--- config.mk ---
export PLATFORM = sky130hd
export DESIGN_NAME = exec_skid_stage
export DESIGN_NICKNAME = d
export VERILOG_FILES = /design/src/rtl/exec_pipe_pkg.sv /design/src/rtl/exec_stage_sat_cnt.sv /design/src/rtl/exec_skid_stage.sv
export SDC_FILE = /design/constraint.sdc
export NUM_CORES = 1
export LEC_CHECK = 0
export CAP_MARGIN = 20
export CORE_ASPECT_RATIO = 1.75
export CORE_MARGIN = 2
export CORE_UTILIZATION = 34
export DETAILED_ROUTE_END_ITERATION = 8
export PLACE_DENSITY = 0.55
export SLEW_MARGIN = 20
export SYNTH_ARGS = -nofsm -noshare
export SYNTH_HDL_FRONTEND = slang
export SYNTH_SLANG_ARGS = --single-unit
--- constraint.sdc ---
create_clock -name clk -period 2.35 [get_ports clk]
set_input_delay 0.47 -clock clk [delete_from_list [all_inputs] [get_ports clk]]
set_output_delay 0.47 -clock clk [all_outputs]
set_load 0.02 [all_outputs]
--- src/rtl/exec_pipe_pkg.sv ---
// Shared types for the execute/writeback pipeline: widths, skid occupancy states, writeback entry.
package exec_pipe_pkg;

   localparam int unsigned XLEN      = 32;
   localparam int unsigned REG_IDX_W = 5;

   typedef enum logic [1:0] {
      OCC_EMPTY = 2'd0,
      OCC_ONE   = 2'd1,
      OCC_FULL  = 2'd2
   } occ_e;

   typedef struct packed {
      logic [XLEN-1:0]      data;
      logic                 wr_en;
      logic [REG_IDX_W-1:0] rd;
   } wb_entry_t;

   // Number of valid entries held in a given occupancy state.
   function automatic logic [1:0] occ_count(occ_e occ);
      unique case (occ)
         OCC_ONE:  occ_count = 2'd1;
         OCC_FULL: occ_count = 2'd2;
         default:  occ_count = 2'd0;
      endcase
   endfunction

endpackage

--- src/rtl/exec_stage_sat_cnt.sv ---
// Saturating statistics counter: adds a small increment each cycle and sticks at all-ones.
module exec_stage_sat_cnt #(
   parameter int unsigned CNT_W = 16,
   parameter int unsigned INC_W = 2
) (
   input  logic             clk_i,
   input  logic             rst_ni,
   input  logic [INC_W-1:0] inc_i,
   output logic [CNT_W-1:0] cnt_o
);

   logic [CNT_W-1:0] cnt_q, cnt_d;
   logic [CNT_W:0]   sum;

   always_comb begin
      sum   = {1'b0, cnt_q} + {{(CNT_W + 1 - INC_W){1'b0}}, inc_i};
      cnt_d = sum[CNT_W] ? {CNT_W{1'b1}} : sum[CNT_W-1:0];
   end

   always_ff @(posedge clk_i or negedge rst_ni) begin
      if (!rst_ni) begin
         cnt_q <= '0;
      end else begin
         cnt_q <= cnt_d;
      end
   end

   assign cnt_o = cnt_q;

endmodule

--- src/rtl/exec_skid_stage.sv ---
// Execute-to-writeback elastic register with a 2-entry skid buffer and flush.
// Optional statistics counters are built when EXEC_STAGE_STATS_EN is defined.
module exec_skid_stage
   import exec_pipe_pkg::*;
#(
   parameter int unsigned DATA_W = XLEN,
   parameter int unsigned RD_W   = REG_IDX_W,
   parameter int unsigned CNT_W  = 16
) (
   input  logic              clk,
   input  logic              reset,
   input  logic              flush,
   input  logic              in_valid,
   output logic              in_ready,
   input  logic [DATA_W-1:0] in_data,
   input  logic              in_wr_en,
   input  logic [RD_W-1:0]   in_rd,
   output logic              out_valid,
   input  logic              out_ready,
   output logic [DATA_W-1:0] out_data,
   output logic              out_wr_en,
   output logic [RD_W-1:0]   out_rd
`ifdef EXEC_STAGE_STATS_EN
   ,
   output logic [CNT_W-1:0]  stall_cnt,
   output logic [CNT_W-1:0]  flush_cnt
`endif
);

   // Same layout as wb_entry_t, sized by this instance's parameters.
   typedef struct packed {
      logic [DATA_W-1:0] data;
      logic              wr_en;
      logic [RD_W-1:0]   rd;
   } entry_t;

   if (CNT_W < 2) begin : g_bad_cnt_w
      $error("CNT_W must be at least 2");
   end

   occ_e   state_q, state_d;
   logic   in_ready_q, in_ready_d;
   entry_t head_q, head_d;
   entry_t skid_q, skid_d;
   entry_t in_entry;
   logic   accept, drain;

   assign in_entry  = '{data: in_data, wr_en: in_wr_en, rd: in_rd};
   assign accept    = in_valid & in_ready_q;
   assign out_valid = (state_q != OCC_EMPTY);
   assign drain     = out_valid & out_ready;

   always_comb begin
      state_d = state_q;
      head_d  = head_q;
      skid_d  = skid_q;
      if (flush) begin
         // Payload registers keep their contents; only occupancy is cleared.
         state_d = OCC_EMPTY;
      end else begin
         unique case (state_q)
            OCC_EMPTY: begin
               if (accept) begin
                  state_d = OCC_ONE;
                  head_d  = in_entry;
               end
            end
            OCC_ONE: begin
               if (accept && drain) begin
                  head_d = in_entry;
               end else if (drain) begin
                  state_d = OCC_EMPTY;
               end else if (accept) begin
                  state_d = OCC_FULL;
                  skid_d  = in_entry;
               end
            end
            OCC_FULL: begin
               if (drain) begin
                  state_d = OCC_ONE;
                  head_d  = skid_q;
               end
            end
            default: state_d = OCC_EMPTY;
         endcase
      end
      in_ready_d = (state_d != OCC_FULL);
   end

   always_ff @(posedge clk or negedge reset) begin
      if (!reset) begin
         state_q    <= OCC_EMPTY;
         in_ready_q <= 1'b1;
         head_q     <= '0;
         skid_q     <= '0;
      end else begin
         state_q    <= state_d;
         in_ready_q <= in_ready_d;
         head_q     <= head_d;
         skid_q     <= skid_d;
      end
   end

   assign in_ready  = in_ready_q;
   assign out_data  = head_q.data;
   assign out_rd    = head_q.rd;
   // x0 is hardwired zero, so writes to it are dropped here.
   assign out_wr_en = head_q.wr_en & out_valid & (head_q.rd != '0);

`ifdef EXEC_STAGE_STATS_EN
   logic [1:0] stall_inc, flush_inc;

   assign stall_inc = {1'b0, out_valid & ~out_ready};
   assign flush_inc = flush ? occ_count(state_q) : 2'd0;

   exec_stage_sat_cnt #(
      .CNT_W (CNT_W),
      .INC_W (2)
   ) u_stall_cnt (
      .clk_i  (clk),
      .rst_ni (reset),
      .inc_i  (stall_inc),
      .cnt_o  (stall_cnt)
   );

   exec_stage_sat_cnt #(
      .CNT_W (CNT_W),
      .INC_W (2)
   ) u_flush_cnt (
      .clk_i  (clk),
      .rst_ni (reset),
      .inc_i  (flush_inc),
      .cnt_o  (flush_cnt)
   );
`endif

endmodule
; Yosys cells after proc, flatten, opt, wreduce, memory -nomap -nowiden
; Cells that the tools add are included.
[op_classes]
add_sub_neg = 0
mul = 0
div_mod_pow = 0
n_lt_le_gt_ge = 0
n_eq_ne = 6
shift = 0
mux = 11
bitwise = 7
reduce_logical = 7
[ops]
columns = operator, count
row1 = two-way mux 38 bit, 3
row2 = one-hot mux 38 bit (3 select lines), 1
row3 = two-way mux 2 bit, 6
row4 = AND reduction 5 bit, 2
row5 = != test 2 bit (second input constant), 4
row6 = one-hot mux 2 bit (3 select lines), 1
row7 = nonzero test 5 bit, 1
row8 = bitwise AND 1 bit, 4
row9 = NOT 1 bit, 3
row10 = nonzero test 3 bit, 1
row11 = equality test 2 x 1 -> 1 bit (second input constant), 1
row12 = equality test 2 bit (second input constant), 1
row13 = zero test 2 bit, 1
row14 = nonzero test 2 bit, 1
row15 = logical AND 1 bit, 1
[word_totals]
ff_bits = 79
latchBits = 0
ram_bits = 0
romBits = 0
elab_cells = 39
n_memories = 0

; Logic depth before layout (Yosys ltp)
[logic_depth]
depth_word = 7
mapped_depth = 6

; Worst setup path before layout
; Ideal clock, no wire load.
[synth_path]
kind = flip-flop to flip-flop
startpoint = register in_ready_q, in the netlist in_ready
endpoint = register skid_q[17] (netlist bit)
arrival_ns = 1.787
path_slack_ns = 0.438
stages_incl_launch_ff = 6
period_less_slack_ns = 1.912
path_cell_list = dfstp_2 > nand2_1 > or4b_1 > buf_6 > buf_6 > mux2_4
[synth_between]
elab_chain_len = 4
[synth_rtl]
columns = item, line_no
row1 = from (decl), exec_skid_stage.sv:42  ; logic in_ready_q, in_ready_d;
row2 = from (signal assigned), exec_skid_stage.sv:98  ; in_ready_q <= in_ready_d;
row3 = bitwise AND 1 bit (*), exec_skid_stage.sv:49  ; assign accept = in_valid & in_ready_q;
row4 = logical AND 1 bit, exec_skid_stage.sv:69  ; if (accept && drain) begin
row5 = NOT 1 bit (no line), --
row6 = AND reduction 5 bit (no line) (*), --
row7 = to (signal assigned), exec_skid_stage.sv:100  ; skid_q <= skid_d;
row8 = to (decl), exec_skid_stage.sv:44  ; entry_t skid_q, skid_d;
; Every way passes the cells marked *; elsewhere a longest branch is shown, timed or not.
; A chain may end at the register's enable or synchronous reset.

; Worst setup path in the final report
[layout_path]
startpoint = register head_q, in the netlist out_rd[0]
endpoint = output out_wr_en
[layout_between]
elab_chain_len = 2
[layout_rtl]
columns = item, line_no
row1 = from (decl), exec_skid_stage.sv:43  ; entry_t head_q, head_d;
row2 = from (signal assigned), exec_skid_stage.sv:94  ; head_q <= '0;
row3 = from (signal assigned), exec_skid_stage.sv:99  ; head_q <= head_d;
row4 = nonzero test 5 bit, exec_skid_stage.sv:108  ; assign out_wr_en = head_q.wr_en & out_valid & (head_q.rd != '0);
row5 = bitwise AND 1 bit, exec_skid_stage.sv:108
row6 = to (decl), exec_skid_stage.sv:21  ; output logic out_wr_en,
; Every way passes these cells.

==> qor.csv <==
stage,metric,value,unit
worst_hold_path,min-delay worst type,in -> async,
detailed_routing,First-pass DRT Iterations,4,
global_route,largest net degree at the start of global routing,45,
worst_setup_path,Crit Reg-Reg Endpoint,skid_q[19],
worst_setup_path,startpoint types,flop,
worst_setup_path,crit path DAT,1.80,ns
global_route,vias in the first global route,2367,
worst_setup_path,R2R Setup Slk,0.43,ns
global_route,GRT overflow,0,
detailed_routing,final wirelength,7354,µm
power,Power Dens Cells,918.2,nW/µm²
logic_synthesis,top cell type's share of synthesized area,52.81,%
place,HPWL Detailed,4999,µm
worst_setup_path,"Data required, critical path",1.88,ns
clock_tree,clock tree from TritonCTS,done,
clock_tree,Worst-path clk slew,0.06,ns
detailed_routing,DR top layer,met4,
flow_run,max cap viols,0,
floorplan,DIE AREA,11750,µm²
detailed_routing,Residual DRC,0,
timing,final setup vio count,0,
floorplan,core area,10640,µm²
final_layout,# nets final,397,
detailed_routing,initial DRC count,75,
timing,final hold vios,0,
detailed_routing,Post-DRT Antenna Nets,0,
detailed_routing,vias,2282,
clock_tree,"Setup Fix Bufs, Post-CTS",0,
detailed_routing,Vias/cell,4.667,
place,port bufs,82,
logic_synthesis,Avg Inst Size Synth,12.24,µm²
global_route,All-Layer GR Usage,12.95,%
final_layout,area delta synth->final,28.98,%
final_layout,antenna cells,0,
power,Peak VDD IR,0.4605,mV
logic_synthesis,Post-Syn Area,3696,µm²
floorplan,die width,82.82,µm
worst_setup_path,Crit. End Element,primary output,
timing,Worst-Margin Slew,0.5844,ns
clock_tree,cts bufs inserted,9,
detailed_routing,wl on met1,3124,µm
worst_setup_path,worst r2r path cells,4,
status,status,completed,
logic_synthesis,Netlist cell types,24,
clock_tree,clk_lat worst skew,0.33,ns
clock_tree,CTS root buf,clkbuf_16,
global_route,global-route wire length before repair,11880,µm
logic_synthesis,post-synth net total,345,
timing,final period utilization,96.41,%
clock_tree,hold_buf cts,0,
clock_tree,H-Tree Depth,3,
worst_setup_path,Critical Path Fanout Max,3,
floorplan,initial cell density of the core,34.75,%
logic_synthesis,post-synthesis sequential area ratio,53.52,%
logic_synthesis,Post-Syn Instances,302,
logic_synthesis,#FFs+latches synth,79,
final_layout,Non-Filler Instances,489,
detailed_routing,Routed WL per cell,15.04,µm
timing,Worst Skew,0.003825,ns
global_route,initial antenna violation count,0,
floorplan,die span in y,141.9,µm
place,GP Congestion,0.7859,
final_layout,share of layout cells above drive strength 1,20.33,%
logic_synthesis,"top cells by area, synth","dfrtp_1, mux2i_1, mux2_4",
worst_setup_path,reg2reg start,in_ready,
power,Leak,2.333,nW
timing,crit path time final,2.266,ns
timing,Slew HR,61.04,%
detailed_routing,Detail Route met3 WL,264,µm
final_layout,most frequent cells in the layout,"clkdlybuf4s50_1, dfrtp_1, nor2_1, mux2i_1, a21oi_1",
floorplan,Rows,50,
clock_tree,CTS Buffer Depth,2,
floorplan,Ports,83,
clock_tree,clock sinks,79,
detailed_routing,met2 routed WL,3816,µm
timing,pins over their slew limit,0,
clock_tree,post_cts resized,1,
logic_synthesis,Synth area leader,dfrtp_1,
timing,fmax,441.4,MHz
place,placed insts,473,
final_layout,"commonest non-fill, non-tap cell in the layout",clkdlybuf4s50_1,
timing,RSZ-0062 raised after global routing,false,
logic_synthesis,Ys Warns,0,
timing,Hold Worst Slack,0.1395,ns
worst_setup_path,worst setup path category,reg -> out,
## cell usage after synthesis, drive strengths merged
| library cell | count |
|---|---|
| dfrtp | 78 |
| buf | 46 |
| nor2 | 40 |
| a21oi | 38 |
| mux2 | 38 |
| mux2i | 38 |
| clkbuf | 8 |
| inv | 2 |
| nand2 | 2 |
| a211o | 1 |
| a2bb2oi | 1 |
| dfstp | 1 |
| nand2b | 1 |
| nand4bb | 1 |
| nor2b | 1 |
| o211a | 1 |
| o41ai | 1 |
| or2 | 1 |
| or4 | 1 |
| or4b | 1 |
| xor2 | 1 |
## worst max path at each step
stage               from         end  cells after the start
6_report       out_rd[0]   out_wr_en                      3
5_1_grt        out_rd[0]   out_wr_en                      3
4_1_cts        out_rd[0]   out_wr_en                      3
3_5_place_dp   out_ready  skid_q[17]                      5
3_3_place_gp   out_ready  skid_q[21]                      5
2_1_floorplan   in_ready  skid_q[17]                      5
## routing by layer
layer | vias to the layer above | global-route usage [%]
met3 | 9 | 3.374
met5 | - | 0
met1 | 1124 | 15.69
met2 | 47 | 21.22
li1 | 1102 | -
met4 | 0 | 6.557
## final cells by class
cell class,instances,area [µm²]
clock inverters,6,85.08
multi-input cells,167,1353
flip-flops and latches,79,1978
well taps,130,162.7
fillers,1023,5868
repair buffers,95,952.2
clock buffers,10,229.0
inverters,2,7.507
## cells by family after synthesis
logic type | count (synthesis) | synth area share, %
XOR/XNOR | 1 | 0.2370
multiplexers | 76 | 23.90
AO/OA/AOI/OAI | 42 | 6.331
buffers and inverters | 56 | 10.26
AND/OR/NAND/NOR | 48 | 5.755
flip-flops | 79 | 53.52
## power breakdown
| group | switching [mW] | internal, mW |
|---|---|---|
| combinational | 0.434 | 0.601 |
| clock | 0.537 | 0.926 |
| sequential | 0.184 | 1.70 |
## flip-flops by register name, indices dropped and copies added, names as in the netlist
| signal | flops |
|---|---|
| out_data | 32 |
| head_q | 1 |
| skid_q | 38 |
| out_rd | 5 |
| in_ready | 1 |
| state_q | 2 |
## critical path, cell delays in order (launching register included)
cell and delay (ns):
dfrtp_1 0.40, or4_1 0.53, o211a_1 0.21, dlygate4sd2_1 0.32
## metrics by stage
step	cell area, µm²	setup TNS, ns	setup slack [ns]	util (%)	power (mW)
floorplan	3696	0	0.4381	-	2.636
global placement	4454	-1.406	-0.05608	41.88	2.930
detailed placement	4454	-1.258	-0.05293	41.88	2.951
CTS	4767	0	0.05418	44.82	4.448
global route	4767	0	0.02434	44.82	4.591
finish	4767	0	0.08430	44.82	4.377
Note: power is estimated with default switching activity, not from simulation.
==> RTL edit: new RTL, same flow settings <==
Reset style: synchronous (`reset`), changed in one clocked block.
--- a/src/rtl/exec_skid_stage.sv
+++ b/src/rtl/exec_skid_stage.sv
@@ -88,5 +88,5 @@
    end
 
-   always_ff @(posedge clk or negedge reset) begin
+   always_ff @(posedge clk) begin
       if (!reset) begin
          state_q    <= OCC_EMPTY;
Formal check against the unedited RTL: differs if reset is asserted again (counterexample within 4 cycles, from zero or initial values and one cycle with reset low); with reset held inactive, the same outputs for 4 cycles.
==> RTL edit against the original RTL <==
Sequential cell count is the same. Die area decreased by 1.2%. Count of clock-buffer cells in the layout stayed put. Cell area shrank 2.8%. Synthesized area fell by 1.3%. Setup slack better by 0.074 ns. Routed wire length up 7.5%. Global-route usage rose by 1.5 points.
Power is not compared: it rests on default switching activity, and its combinational part moved more than twofold at a synthesized area within 25%.
==> RTL edit: results (changes against the original RTL) <==
Parameter                              Value

Status
  Status ... finished clean (unchanged)

GRT
  Via count of the first global-routing pass ... 2602 (was 2367)
  Wire length of the first global-routing pass ... 12.7 mm (was 11.9 mm)
  Largest net degree at the start of global routing ... 43 (was 45)
  Global Route Usage Sum ... 14.5% (was 12.9%)

Place
  Final HPWL from detailed placement ... 5.44 mm (was 5.00 mm)
  Worst setup slack after placement ... 0.268 ns (was -0.0529 ns)
  Gpl congestion ... 0.757 (was 0.786)

Worst setup path
  Worst setup path startpoint ... out_rd[1]$_SDFFE_PN0P_ (was out_rd[0]$_DFFE_PN0P_)
  Register-to-Register Path Depth ... 5 (was 4)
  Reg2reg start ... state_q[1]$_SDFF_PN0_ (was in_ready$_DFF_PN1_)

Synth
  Syn Nets ... 436 (was 345)
  Number of distinct standard cells referenced by the synthesized netlist ... 25 (was 24)
  Share of the yosys chip area belonging to registers ... 43.3% (was 53.5%)
  Top cells by instance count after synthesis ... 115 x sky130_fd_sc_hd__nand2_1, 79 x sky130_fd_sc_hd__dfxtp_1, 43 x sky130_fd_sc_hd__buf_4, 39 x sky130_fd_sc_hd__o211a_1, 38 x sky130_fd_sc_hd__mux2i_1 (was 78 x sky130_fd_sc_hd__dfrtp_1, 40 x sky130_fd_sc_hd__nor2_1, 38 x sky130_fd_sc_hd__a21oi_1, 38 x sky130_fd_sc_hd__mux2i_1, 37 x sky130_fd_sc_hd__buf_4)
  Top flip-flop cell by instance count after synthesis ... sky130_fd_sc_hd__dfxtp_1 (was sky130_fd_sc_hd__dfrtp_1)
  Synth async-reset ratio ... 0% (was 100%)
  Most area-consuming cells after synthesis ... sky130_fd_sc_hd__dfxtp_1 43%, sky130_fd_sc_hd__nand2_1 12%, sky130_fd_sc_hd__o211a_1 11% (was sky130_fd_sc_hd__dfrtp_1 53%, sky130_fd_sc_hd__mux2i_1 10%, sky130_fd_sc_hd__mux2_4 8.1%)

Layout
  Post-layout net count ... 473 (was 397)
  Fraction of final layout cells with drive strength greater than 1 ... 7.36% (was 20.3%)
  Largest register by flop count ... skid_q (unchanged)
  Flip-flop count of the largest register, all copies and words added ... 38 (unchanged)

STA
  Slew at the pin closest to its max-slew limit ... 0.450 ns (was 0.584 ns)
  Worst clock skew on the final layout ... 0.00569 ns (was 0.00383 ns)

Clocking
  H-tree level count ... 3 (unchanged)
  Post-CTS setup buffer count ... 0 (unchanged)

Detailed routing
  Router iterations before antenna repair ... 6 (was 4)
  Starting DRT DRC Count ... 107 (was 75)
  Routed wire per std cell ... 14.0 µm (was 15.0 µm)
  Routed via count ... 2724 (was 2282)

Hold path
  Min-delay worst type ... reg2reg (was in2async)
[RTL edit: what timing repair did]
action	in CTS	in global routing
gates resized for setup	1	0
endpoints found under the setup margin	1	0
hold buffers	0	0
[RTL edit: layer usage]
metal,GRT usage [%],vias to the layer above,wire [µm]
li1,-,1363,-
met3,3.46,11,349
met2,25.3,58,4180
met4,6.58,0,180
met5,0,-,0
met1,15.9,1292,3190
[RTL edit: final timing paths]
path / endpoint / slack (ns)
max: out_wr_en / 0.16
min: skid_q[20]$_SDFFE_PN0P_ / 0.45
max reg2reg: out_data[17]$_SDFFE_PN0P_ / 0.83
min reg2reg: skid_q[20]$_SDFFE_PN0P_ / 0.45
[RTL edit: cell families after synthesis]
group,share of synthesized area [%]
XOR/XNOR,0.240
multiplexers,10.4
flip-flops,43.3
AND/OR/NAND/NOR,14.4
AO/OA/AOI/OAI,19.4
buffers and inverters,12.2
[RTL edit: area by class of cell]
class | instances | area [µm²]
flip-flops and latches | 79 | 1580
fillers | 1022 | 5940
inverters | 2 | 7.51
well taps | 130 | 163
clock inverters | 6 | 61.3
clock buffers | 10 | 229
repair buffers | 93 | 960
multi-input cells | 245 | 1630
[RTL edit: through the flow]
step / std cells / cell area [µm²]
floorplan: 393 / 3650
global placement: 549 / 4340
detailed placement: 549 / 4340
CTS: 565 / 4630
global route: 565 / 4630
finish: 565 / 4630
[RTL edit: critical path, cell delays in order (launching register included)]
cell and delay [ns]:
sky130_fd_sc_hd__dfxtp_1 0.34, sky130_fd_sc_hd__or4_1 0.53, sky130_fd_sc_hd__o211a_1 0.21, sky130_fd_sc_hd__dlygate4sd2_1 0.32
[RTL edit: report_power, final]
| group | internal, mW | switching (mW) |
|---|---|---|
| Sequential | 1.39 | 0.0319 |
| Combinational | 0.223 | 0.184 |
| Clock | 0.818 | 0.530 |
